`src/rtl/mmram_issue_pkg.sv`:
```
`default_nettype none
// ============================================================================
// Module  : mmram_issue_pkg
// Brief   : Shared constants, field offsets and state/decision encodings for
//           the MMRAM issue stage.
// Revision: 1.0 - initial release
// ============================================================================
package mmram_issue_pkg;

    localparam int MMRAM_ADDR_LENGTH = 6;
    localparam int MMRAM_PACKET_SIZE = 38;

    // Token field offsets
    localparam int DEST_LSB = 20;
    localparam int LR_BIT   = 19;
    localparam int PAIR_BIT = 18;

    // Issue FSM states
    typedef enum logic [1:0] {
        ST_IDLE   = 2'd0,
        ST_LOOKUP = 2'd1,
        ST_REQ    = 2'd2,
        ST_REL    = 2'd3
    } state_e;

    // Per-token decision taken in LOOKUP, remembered for the table commit
    typedef enum logic [1:0] {
        OP_CONST = 2'd0,
        OP_STORE = 2'd1,
        OP_FIRE  = 2'd2
    } op_e;

endpackage
`default_nettype wire

```
`src/rtl/mmram_issue_ack_sync.sv`:
```
`default_nettype none
// ============================================================================
// Module  : mmram_issue_ack_sync
// Brief   : Two-flop synchronizer bringing the MMRAM Ack into the CP domain.
// Revision: 1.0 - initial release
// ============================================================================
module mmram_issue_ack_sync (
    input  logic i_clk,
    input  logic i_rst_n,
    input  logic i_async,
    output logic o_sync
);

    logic r_meta;
    logic r_sync;

    // Two-stage capture of the asynchronous acknowledge
    always_ff @(posedge i_clk or negedge i_rst_n) begin
        if (!i_rst_n) begin
            r_meta <= 1'b0;
            r_sync <= 1'b0;
        end else begin
            r_meta <= i_async;
            r_sync <= r_meta;
        end
    end

    assign o_sync = r_sync;

endmodule
`default_nettype wire

```
`src/rtl/mmram_issue.sv`:
```
`default_nettype none
// ============================================================================
// Module  : mmram_issue
// Brief   : Issue stage in front of the matching memory. Classifies each token
//           (store / fire with partner / constant), keeps the presence/side
//           table and drives the MMRAM four-phase Send/Ack handshake.
// Revision: 1.0 - initial release
// ============================================================================
module mmram_issue
    import mmram_issue_pkg::*;
#(
    parameter int ADDR_LENGTH = MMRAM_ADDR_LENGTH,
    parameter int PKT_W       = MMRAM_PACKET_SIZE
) (
    input  logic                   CP,
    input  logic                   MR_N,
    input  logic                   IN_VALID,
    output logic                   IN_READY,
    input  logic [PKT_W-1:0]       IN_PACKET,
    output logic                   Send_out,
    input  logic                   Ack_in,
    output logic [PKT_W-1:0]       PACKET_OUT,
    output logic                   WR_E,
    output logic [ADDR_LENGTH-1:0] ADDR,
    output logic                   DEL,
    output logic [ADDR_LENGTH:0]   OCC,
    output logic                   ERR
);

    localparam int DEPTH = 2 ** ADDR_LENGTH;
    localparam logic [ADDR_LENGTH:0] C_OCC_ONE = {{ADDR_LENGTH{1'b0}}, 1'b1};

    // Internal reset: asserts with MR_N, releases synchronously to CP
    logic r_rst_meta;
    logic r_rst_n;

    state_e                 r_state;
    state_e                 w_next_state;
    logic [PKT_W-1:0]       r_hold;
    op_e                    r_op;
    op_e                    w_op;
    logic                   w_collide;
    logic                   w_commit;
    logic                   r_send;
    logic                   w_send_next;
    logic                   w_ack;
    logic [ADDR_LENGTH-1:0] w_a;
    logic                   w_hit;
    logic                   w_same_side;
    logic [DEPTH-1:0]       r_present;
    logic [DEPTH-1:0]       r_side;
    logic [ADDR_LENGTH:0]   r_occ;
    logic                   r_err;
    logic [PKT_W-1:0]       r_pkt_out;
    logic [ADDR_LENGTH-1:0] r_addr;
    logic                   r_wr_e;
    logic                   r_del;

    // Reset synchronizer: async assert, release after two CP edges
    always_ff @(posedge CP or negedge MR_N) begin
        if (!MR_N) begin
            r_rst_meta <= 1'b0;
            r_rst_n    <= 1'b0;
        end else begin
            r_rst_meta <= 1'b1;
            r_rst_n    <= r_rst_meta;
        end
    end

    mmram_issue_ack_sync u_ack_sync (
        .i_clk   (CP),
        .i_rst_n (r_rst_n),
        .i_async (Ack_in),
        .o_sync  (w_ack)
    );

    assign w_a         = r_hold[DEST_LSB +: ADDR_LENGTH];
    assign w_hit       = r_present[w_a];
    assign w_same_side = (r_side[w_a] == r_hold[LR_BIT]);

    // Token classification and next-state / handshake request logic
    always_comb begin
        w_next_state = r_state;
        w_op         = OP_CONST;
        w_collide    = 1'b0;
        w_commit     = 1'b0;
        w_send_next  = 1'b0;

        if (!r_hold[PAIR_BIT]) begin
            w_op = OP_CONST;
        end else if (!w_hit) begin
            w_op = OP_STORE;
        end else if (!w_same_side) begin
            w_op = OP_FIRE;
        end else begin
            w_collide = 1'b1;
        end

        case (r_state)
            ST_IDLE: begin
                if (IN_VALID) begin
                    w_next_state = ST_LOOKUP;
                end
            end
            ST_LOOKUP: begin
                w_next_state = w_collide ? ST_IDLE : ST_REQ;
            end
            ST_REQ: begin
                // Only an Ack seen while our request is up completes the phase;
                // the request never rises while the synchronized Ack is high.
                if (r_send && w_ack) begin
                    w_next_state = ST_REL;
                    w_commit     = 1'b1;
                end else begin
                    w_send_next = r_send | ~w_ack;
                end
            end
            ST_REL: begin
                if (!w_ack) begin
                    w_next_state = ST_IDLE;
                end
            end
            default: begin
                w_next_state = ST_IDLE;
            end
        endcase
    end

    // FSM state, hold register, request flop and bundled-data outputs
    always_ff @(posedge CP or negedge r_rst_n) begin
        if (!r_rst_n) begin
            r_state   <= ST_IDLE;
            r_hold    <= '0;
            r_op      <= OP_CONST;
            r_send    <= 1'b0;
            r_err     <= 1'b0;
            r_pkt_out <= '0;
            r_addr    <= '0;
            r_wr_e    <= 1'b0;
            r_del     <= 1'b0;
        end else begin
            r_state <= w_next_state;
            r_send  <= w_send_next;
            if (r_state == ST_IDLE && IN_VALID) begin
                r_hold <= IN_PACKET;
            end
            if (r_state == ST_LOOKUP) begin
                if (w_collide) begin
                    r_err <= 1'b1;
                end else begin
                    r_pkt_out <= r_hold;
                    r_addr    <= w_a;
                    r_wr_e    <= (w_op == OP_STORE);
                    r_del     <= (w_op == OP_STORE);
                    r_op      <= w_op;
                end
            end
        end
    end

    // Presence/side table and occupancy, committed on the edge leaving REQ
    always_ff @(posedge CP or negedge r_rst_n) begin
        if (!r_rst_n) begin
            r_present <= '0;
            r_side    <= '0;
            r_occ     <= '0;
        end else if (w_commit) begin
            case (r_op)
                OP_STORE: begin
                    r_present[w_a] <= 1'b1;
                    r_side[w_a]    <= r_hold[LR_BIT];
                    r_occ          <= r_occ + C_OCC_ONE;
                end
                OP_FIRE: begin
                    r_present[w_a] <= 1'b0;
                    r_occ          <= r_occ - C_OCC_ONE;
                end
                default: begin
                end
            endcase
        end
    end

    assign IN_READY   = (r_state == ST_IDLE);
    assign Send_out   = r_send;
    assign PACKET_OUT = r_pkt_out;
    assign ADDR       = r_addr;
    assign WR_E       = r_wr_e;
    assign DEL        = r_del;
    assign OCC        = r_occ;
    assign ERR        = r_err;

endmodule
`default_nettype wire

```
`config.mk`:
```
export PLATFORM = sky130hd
export DESIGN_NAME = mmram_issue
export DESIGN_NICKNAME = d
export VERILOG_FILES = /design/src/rtl/mmram_issue_pkg.sv /design/src/rtl/mmram_issue_ack_sync.sv /design/src/rtl/mmram_issue.sv
export SDC_FILE = /design/constraint.sdc
export NUM_CORES = 1
export LEC_CHECK = 0
export CORE_MARGIN = 3
export CORE_UTILIZATION = 50
export CTS_BUF_LIST = sky130_fd_sc_hd__clkbuf_4
export DETAILED_ROUTE_END_ITERATION = 8
export PLACE_DENSITY = 0.75
export SETUP_SLACK_MARGIN = 0.02
export SLEW_MARGIN = 20
export SYNTH_ARGS = -nofsm -noshare
export SYNTH_HDL_FRONTEND = slang
export SYNTH_HIERARCHICAL = 1
export SYNTH_SLANG_ARGS = --single-unit
```
`constraint.sdc`:
```
create_clock -name CP -period 17.3 [get_ports CP]
set_clock_uncertainty 0.2 [all_clocks]
set_input_delay 3.46 -clock CP [delete_from_list [all_inputs] [get_ports CP]]
set_output_delay 3.46 -clock CP [all_outputs]
set_load 0.1 [all_outputs]
```
==> metrics <==
initial core utilization 51.74%; Setup crit start kind flop; top-count cell post-synth dfrtp_1; CP Data Required Time 13.64 ns; Tcrit/Tclk final 35.52%; vias in the first global route 7457; Final nets 993; Ant. Diodes 0; DRT iter0 DRCs 465; unrepaired setup endpoints after global routing no; row count 51; Final Slew Violations 0; CP max FO 6; Critical-path top delay cell clkdlybuf4s50_1; Final Setup Violations 0; die area 0.02229 mm^2; #FFs+latches synth 221; post-DP HPWL 14440 um; kind of cell adding the most delay to the critical path buffers and inverters; Non-Filler Instances 1243; ys flop type dfrtp_1; grt ovf 0; drc violations 0; hold_buf cts 0; via total after detailed routing 7057; Pint 0.001227 W; Die Wd 149.3 um; crit-path max cell delay 1.18 ns; Commonest cells post-synth 221 x dfrtp_1, 113 x mux2_2, 87 x nand2_1, 78 x o21ai_0, 64 x o31ai_1; Worst EP arrival 2.48 ns; top-area cell type share of the netlist area 53.86%; Seq pwr share 31.5%; first-pass GRT wire length 38760 um; Worst Path Buf+Inv 1; asr flop ratio synth 100.0%; DR vias/cell 5.677; I/O pin count 98; RePlAce Congestion 0.8001; PwrDens 195.4 mW/mm^2; P&R area growth vs syn 17.01%; final hold vios 0; crit path cell chain nor2_1 > clkdlybuf4s50_1; Worst setup EP type output port; Psw 0.001121 W; post-CTS sizing 0; antenna violations before repair 0; actual slew at the worst max-slew pin 1.036 ns; synthesized area per cell 12.14 um^2; CTS Buffer Depth 3; post-synthesis sequential area ratio 53.86%; TritonCTS Buffers 58; Clk pwr share 18.8%; H-tree levels 2; aggregate routed wire length 23450 um; synth warn 6; Syn Std Cell Area 0.01027 mm^2; proportion of layout cells with a drive suffix above 1 25.87%; Leak Pwr 5.272 nW; Yosys cell types 57; reg-to-reg startpoint r_hold[20]; Hold Path Class reg2async; # Post-CTS Setup Buffers 0; Min Clock Period, post-route 6.145 ns; Sw Ratio 47.74%; crit path kind reg2out; Port Buf Inserts 97; Logic pwr share 49.8%; maximum vdd ir drop 0.1995 mV; EDFF count, synth 0; core area 0.01985 mm^2; largest net degree at the start of global routing 79; average wire per standard cell 18.86 um; leading area contributor after synthesis dfrtp_1; status complete, no violations; gr usage total 21.55%; Clock Tree Root clkbuf_4; total negative slack 0 ns; Critical Path Start r_state[0]; Reg clk slew, reported paths 0.06 ns; Mapped Nets 896; synth top area cells dfrtp_1 54%, mux2_2 12%, o31ai_1 4.7%; f_max 162.7 MHz; clock sink count 221; final antenna-violating net count 0; number of max-cap violations 0; Clk Latency, worst-skew pair 0.68 ns; CTS tree done; placed cell count 1148; Hold Slack 0.1222 ns; Post-Syn Instances 846; die height 149.3 um; DRT Pass-1 Iters 5; Worst slew margin 30.69%
==> layout make-up <==
cell class              instances  area, um^2
inverters                       7       26.28
well taps                     265       331.6
multi-input cells             547        4365
repair buffers                108        1054
flip-flops and latches        221        5537
clock inverters                11       71.32
clock buffers                  84       630.6
fillers                      1614        7830
==> placed cells by master (no fill, tap or decap), types with 2 or more instances in the layout <==
cell type,count
ha_1,6
nand2_1,87
nor3b_2,2
or2_2,2
nor2_1,17
xor2_1,2
xnor2_1,5
mux2_2,113
or3b_1,2
and3_1,4
dfrtp_1,218
inv_1,6
a31oi_1,2
mux2_4,19
mux4_2,9
o211ai_1,2
a221o_1,6
nand3b_1,3
nand3_1,4
buf_4,11
o31ai_1,64
dfrtp_2,2
a21oi_1,14
a21o_1,5
clkdlybuf4s50_1,97
o21ai_0,78
o22ai_1,14
a22oi_1,4
mux2i_1,31
mux2_1,8
and3b_1,2
nor2b_1,7
a211o_1,3
clkinv_1,9
nand2b_1,8
o221ai_1,2
clkbuf_4,84
==> stage by stage <==
stage	total power, W	worst slack (ns)	util, %	area (um^2)
finish	0.002347	11.16	60.54	12020
global route	0.002466	11.01	60.54	12020
CTS	0.002364	11.07	60.54	12020
detailed placement	0.001914	11.80	57.01	11310
global placement	0.001898	11.81	57.01	11310
floorplan	0.001657	10.49	-	10270
==> metal layers <==
metal / wire length, um / vias up / track usage [%]
li1: - / 3293 / -
met1: 10250 / 3536 / 28.75
met2: 11160 / 192 / 34.35
met3: 1683 / 36 / 6.928
met4: 348 / 0 / 5.812
met5: 0 / - / 0
==> power by group through the flow <==
stage               Sequential, W  Combinational, W  Clock [W]
CTS                      0.000739           0.00117   0.000453
global placement         0.000741           0.00116          0
detailed placement       0.000746           0.00117          0
global route             0.000757           0.00123   0.000481
finish                   0.000739           0.00117   0.000441
floorplan                 0.00111          0.000545          0
==> logic make-up (layout without fill, tap and decap cells) <==
group	Yosys count	after routing	share of synthesized area, %
XOR/XNOR	8	8	0.7555
buffers and inverters	78	210	3.741
adder cells (fa/ha/maj)	8	8	1.048
AO/OA/AOI/OAI	204	204	12.76
AND/OR/NAND/NOR	146	146	6.762
flip-flops	221	221	53.86
multiplexers	180	180	21.04
other	1	1	0.03652
==> final timing paths <==
check                                         end  slack [ns]  depth (start not counted)
worst min-delay path                       OCC[1]        0.12                          0
worst max-delay path                     IN_READY       11.16                          2
min in group CP                 u_ack_sync/o_sync        0.15                          0
worst min register to register             OCC[1]        0.12                          0
max in group asynchronous                 r_rst_n       14.03                          1
worst max register to register     PACKET_OUT[25]       13.05                         10
No activity file was read; power rests on OpenSTA's default activity.
